[src/rtl/disp_buf_writer_pkg.sv]
// disp_buf_writer_pkg: shared display geometry, writer FSM encoding and xy->address mapping
package disp_buf_writer_pkg;
  localparam int MAX_X = 80;
  localparam int MAX_Y = 30;
  localparam logic [7:0] BLANK_CHAR = 8'h20;
  localparam int ADDR_W = 12;
  typedef enum logic [1:0] {IDLE, CLEAR, DRAIN} state_t;
  // y*80 + x as shifts so no multiplier is inferred
  function automatic logic [ADDR_W-1:0] xy_addr(input logic [6:0] x, input logic [4:0] y);
    logic [ADDR_W-1:0] yy;
    yy = {{(ADDR_W-5){1'b0}}, y};
    return (yy << 6) + (yy << 4) + {{(ADDR_W-7){1'b0}}, x};
  endfunction
endpackage

[src/rtl/disp_wr_fifo.sv]
// disp_wr_fifo: first-word fall-through synchronous FIFO for queued CPU text writes
module disp_wr_fifo #(
  parameter int W = 20,
  parameter int DEPTH = 4
) (
  input  logic         clk,
  input  logic         reset_n,
  input  logic         push,
  input  logic         pop,
  input  logic [W-1:0] din,
  output logic [W-1:0] dout,
  output logic         full,
  output logic         empty
);
  localparam int AW = $clog2(DEPTH);
  logic [W-1:0] mem [DEPTH];
  logic [AW:0] wp, rp;
  assign empty = wp == rp;
  assign full = (wp[AW] != rp[AW]) && (wp[AW-1:0] == rp[AW-1:0]);
  assign dout = mem[rp[AW-1:0]];
  always_ff @(posedge clk)
    if (push && !full) mem[wp[AW-1:0]] <= din;
  always_ff @(posedge clk or negedge reset_n)
    if (!reset_n) begin
      wp <= '0;
      rp <= '0;
    end else begin
      if (push && !full) wp <= wp + (AW+1)'(1);
      if (pop && !empty) rp <= rp + (AW+1)'(1);
    end
endmodule

[src/rtl/disp_buf_writer.sv]
// disp_buf_writer: arbitrates clear-sweep and queued CPU writes onto the single text-RAM port
module disp_buf_writer import disp_buf_writer_pkg::*; #(
  parameter int MAX_X = 80,
  parameter int MAX_Y = 30,
  parameter int FIFO_DEPTH = 4,
  parameter logic [7:0] BLANK_CHAR = 8'h20
) (
  input  logic              clk,
  input  logic              reset_n,
  input  logic              clr_busy,
  input  logic [6:0]        clr_x,
  input  logic [4:0]        clr_y,
  input  logic              cpu_wr_valid,
  output logic              cpu_wr_ready,
  input  logic [6:0]        cpu_x,
  input  logic [4:0]        cpu_y,
  input  logic [7:0]        cpu_char,
  output logic              ram_we,
  output logic [ADDR_W-1:0] ram_addr,
  output logic [7:0]        ram_wdata,
  output logic              clear_done,
  output logic              wr_drop
);
  logic full, empty, push, pop, in_range;
  logic [19:0] head;
  logic [6:0] hx;
  logic [4:0] hy;
  logic [7:0] hc;
  state_t state;
  assign cpu_wr_ready = !full;
  assign push = cpu_wr_valid && !full;
  // the sweep engine cannot stall, so any clear cycle blocks the FIFO pop
  assign pop = !clr_busy && !empty;
  assign {hx, hy, hc} = head;
  assign in_range = ({25'd0, hx} < MAX_X) && ({27'd0, hy} < MAX_Y);
  disp_wr_fifo #(.W(20), .DEPTH(FIFO_DEPTH)) u_fifo (
    .clk(clk), .reset_n(reset_n), .push(push), .pop(pop),
    .din({cpu_x, cpu_y, cpu_char}), .dout(head), .full(full), .empty(empty)
  );
  always_ff @(posedge clk or negedge reset_n)
    if (!reset_n) begin
      state <= IDLE;
      ram_we <= 1'b0;
      ram_addr <= '0;
      ram_wdata <= '0;
      clear_done <= 1'b0;
      wr_drop <= 1'b0;
    end else begin
      state <= clr_busy ? CLEAR : (empty ? IDLE : DRAIN);
      ram_we <= clr_busy || (pop && in_range);
      wr_drop <= pop && !in_range;
      clear_done <= (state == CLEAR) && !clr_busy;
      if (clr_busy) begin
        ram_addr <= xy_addr(clr_x, clr_y);
        ram_wdata <= BLANK_CHAR;
      end else if (pop && in_range) begin
        ram_addr <= xy_addr(hx, hy);
        ram_wdata <= hc;
      end
    end
endmodule

[config.mk]
export PLATFORM = sky130hd
export DESIGN_NAME = disp_buf_writer
export DESIGN_NICKNAME = d
export VERILOG_FILES = /design/src/rtl/disp_buf_writer_pkg.sv /design/src/rtl/disp_wr_fifo.sv /design/src/rtl/disp_buf_writer.sv
export SDC_FILE = /design/constraint.sdc
export NUM_CORES = 1
export LEC_CHECK = 0
export ABC_AREA = 0
export ABC_CLOCK_PERIOD_IN_PS = 4550
export BUFFER_PORTS_ARGS = -buffer_cell sky130_fd_sc_hd__buf_2
export CORE_UTILIZATION = 57
export CTS_CLUSTER_SIZE = 12
export DETAILED_ROUTE_END_ITERATION = 7
export GPL_ROUTABILITY_DRIVEN = 1
export PLACE_DENSITY_LB_ADDON = 0.25
export SLEW_MARGIN = 20
export SYNTH_ARGS = -nofsm -noshare
export SYNTH_HDL_FRONTEND = slang
export SYNTH_SLANG_ARGS = --single-unit
[constraint.sdc]
create_clock -name clk -period 4.55 [get_ports clk]
set_input_delay 0.6825 -clock clk [delete_from_list [all_inputs] [get_ports clk]]
set_output_delay 0.6825 -clock clk [all_outputs]
set_load 0.05 [all_outputs]
==> metrics.yaml <==
route:
  drtIter0Drc: 143
  viasPerCell: 5.648
  drc: 0
  wl_per_cell_um: 17.44
  ant_nets: 0
  dr.pass1.iters: 4
  drt-total-wl_mm: 7.934
  via_count: 2570
setup_path:
  crit_path_start_kind: "flip-flop"
  crit_arrival_ns: 3.69
  crit_required_ns: 4.80
  crit_type: "flip-flop to flip-flop"
  cp-end-kind: "flip-flop"
  cp_max_fo: 23
sta:
  rsz0062_at_grt: "false"
  period_needed_ns: 3.434
  report.final.slew_viol_count: 0
  setup_viol: 0
  fmax_mhz: 291.2
  finalCritPeriodShare_pct: 75.47
  setup_tns_ns: 0
  skew_ns: 0.01155
  fin_ws_ns: 1.116
  tightest_slew_ns: 1.058
  final_hold_viol_count: 0
  slew_headroom_pct: 29.46
cts:
  cts-resized-gates: 0
  clk_pin_slew_worst_paths_ns: 0.10
  cts_made_buffers: 9
  cts.sinks: 111
  cts_buffer_depth: 2
  cts_tree: "built"
  htree_num_levels: 3
  root_buffer: "clkbuf_8"
  cts_setup_buffers: 0
  postCtsHoldBufs: 0
  clk_latency_ns: 0.37
global_route:
  overflow: 0
  grt_max_degree: 32
  grtUsageMet1_pct: 26.67
  grt_busiest_layer: "met2"
  grt_pass1_vias: 2488
  grt.met2_usage_pct: 32.79
  antenna_found_initial: 0
  grt_pass1_wl_mm: 12.63
  met3_usage_pct: 2.913
  track_usage_pct: 20.10
logic_synthesis:
  synth_seq_cells: 111
  ys_warn_count: 0
  synth_seq_area_share_pct: 66.23
  netlist_area_um2: 4798
  synth.distinct_cells: 37
  syn_inst: 284
  synth_nets: 347
  avgSynthCellArea_um2: 16.90
hold_path:
  hp-class: "input pin to async pin"
place:
  dp.cells: 439
  io_buffer_count: 59
  place_congestion: 0.7079
  dp_hpwl_mm: 5.406
  place_ws_ns: 1.058
  dpl_cell_area_um2: 5160
final_layout:
  fillers: 588
  area_growth_syn_to_layout_pct: 11.26
  final_cell_mix: "edfxtp_1, buf_2, dfrtp_1, ha_1, mux4_2"
  final_cell_area_um2: 5339
  drive_gt1_share_pct: 28.29
  final_common_cell: "edfxtp_1"
  nNetsFinal: 408
  diodes: 0
  instances_no_fill: 455
floorplan:
  io_pins: 60
  row_count: 33
  die_y_um: 93.75
  core_um2: 8175
  die_area_um2: 8789
  die_w_um: 93.75
  start_util_pct: 58.69
pwr:
  p_leak_nw: 2.104
  finalPower_mw: 3.932
  power_density_nw_per_um2: 736.5
  worst_ir_drop_vdd_mv: 0.2792
job:
  maxCapViolCount: 0
outcome:
  outcome: "completed"
[synthesized netlist by cell type]
cell type	number	area, um2
edfxtp_1	80	2402
dfrtp_1	31	775.7
ha_1	23	287.8
mux4_2	20	450.4
inv_1	15	56.30
nand2_1	15	56.30
o21ai_1	10	50.05
nor3b_1	9	67.56
xnor2_1	8	70.07
a21oi_1	7	35.03
a221o_1	6	60.06
xor2_1	6	52.55
and3_1	5	31.28
buf_6	5	56.30
nor2_1	5	18.77
buf_2	4	20.02
fa_1	4	80.08
mux2i_1	4	40.04
a21o_1	3	22.52
clkbuf_1	3	11.26
o211ai_1	3	22.52
nor3_1	2	10.01
o21bai_1	2	15.01
a211o_1	1	8.760
a211oi_1	1	7.510
a21boi_0	1	7.510
a22oi_1	1	7.510
and2_1	1	6.260
mux2_1	1	11.26
nand4_1	1	6.260
nor2b_1	1	6.260
o21a_1	1	7.510
o21ai_0	1	5.000
o311ai_1	1	8.760
o31a_1	1	8.760
or2_1	1	6.260
or3b_1	1	8.760
[worst max-delay path, cell delays in order (launching register included)]
cell and delay (ns):
dfrtp_1 0.99, mux4_2 0.40, inv_1 0.07, fa_1 0.53
inv_1 0.07, fa_1 0.45, a21o_1 0.20, a21oi_1 0.22
xnor2_1 0.09, a211o_1 0.29
[per-stage QoR]
stage | hold slack, ns | utilization, %
after floorplan | 0.3824 | -
after global placement | 0.3928 | 63.12
after detailed placement | 0.3964 | 63.12
after CTS | 0.3850 | 65.26
after global routing | 0.4152 | 65.30
final | 0.3668 | 65.30
[per-layer routing]
layer	part of all wire [%]	vias up	wire length (um)
met5	0	-	0
met4	1.9	0	151
met3	3.1	12	247
met2	50	51	3970
met1	45	1299	3564
li1	-	1208	-
[where the power goes]
part	internal (mW)	switching [mW]	total (mW)
logic	0.744	1.12	1.86
clock network	0.207	0.327	0.534
registers	1.39	0.150	1.54
total	2.34	1.59	3.93
[sequential cells by signal, indices dropped and copies added, names as in the netlist]
| signal | flops |
|---|---|
| clear_done | 1 |
| ram_we | 1 |
| u_fifo.wp | 3 |
| u_fifo.mem | 80 |
| ram_wdata | 8 |
| state | 2 |
| ram_addr | 12 |
| u_fifo.rp | 3 |
| wr_drop | 1 |
[worst paths after layout]
| check | from | endpoint | slack [ns] | cells past startpoint |
|---|---|---|---|---|
| worst min-delay path | reset_n | ram_addr[0] | 0.37 | 1 |
| worst max-delay path | u_fifo.rp[1] | ram_addr[9] | 1.12 | 9 |
| worst min register to register | state[1] | clear_done | 0.41 | 1 |
| max in group asynchronous | reset_n | u_fifo.rp[0] | 3.71 | 1 |
| worst max register to register | u_fifo.rp[1] | ram_addr[9] | 1.12 | 9 |
| min in group clk | state[1] | clear_done | 0.41 | 1 |
[area by class of cell]
cell class,count,area [um2],area share [%]
multi-input combinational,146,1480,27.72
clock buffer,11,131.4,2.461
inverter,15,56.30,1.055
tap,105,131.4,2.461
timing repair buffer,62,317.8,5.953
sequential,111,3178,59.53
clock inverter,5,43.79,0.8202
[cell families (layout without fill, tap and decap cells)]
| logic type | after synthesis | after routing | synth area share [%] |
|---|---|---|---|
| DFF | 111 | 111 | 66.23 |
| and+or+nand+nor | 41 | 41 | 4.537 |
| buffers and inverters | 27 | 93 | 2.999 |
| adders and majority gates | 27 | 27 | 7.666 |
| AOI/OAI and AO/OA | 39 | 39 | 5.554 |
| muxes | 25 | 25 | 10.46 |
| xor gates and xnor gates | 14 | 14 | 2.555 |
(Power assumes the default switching activity.)
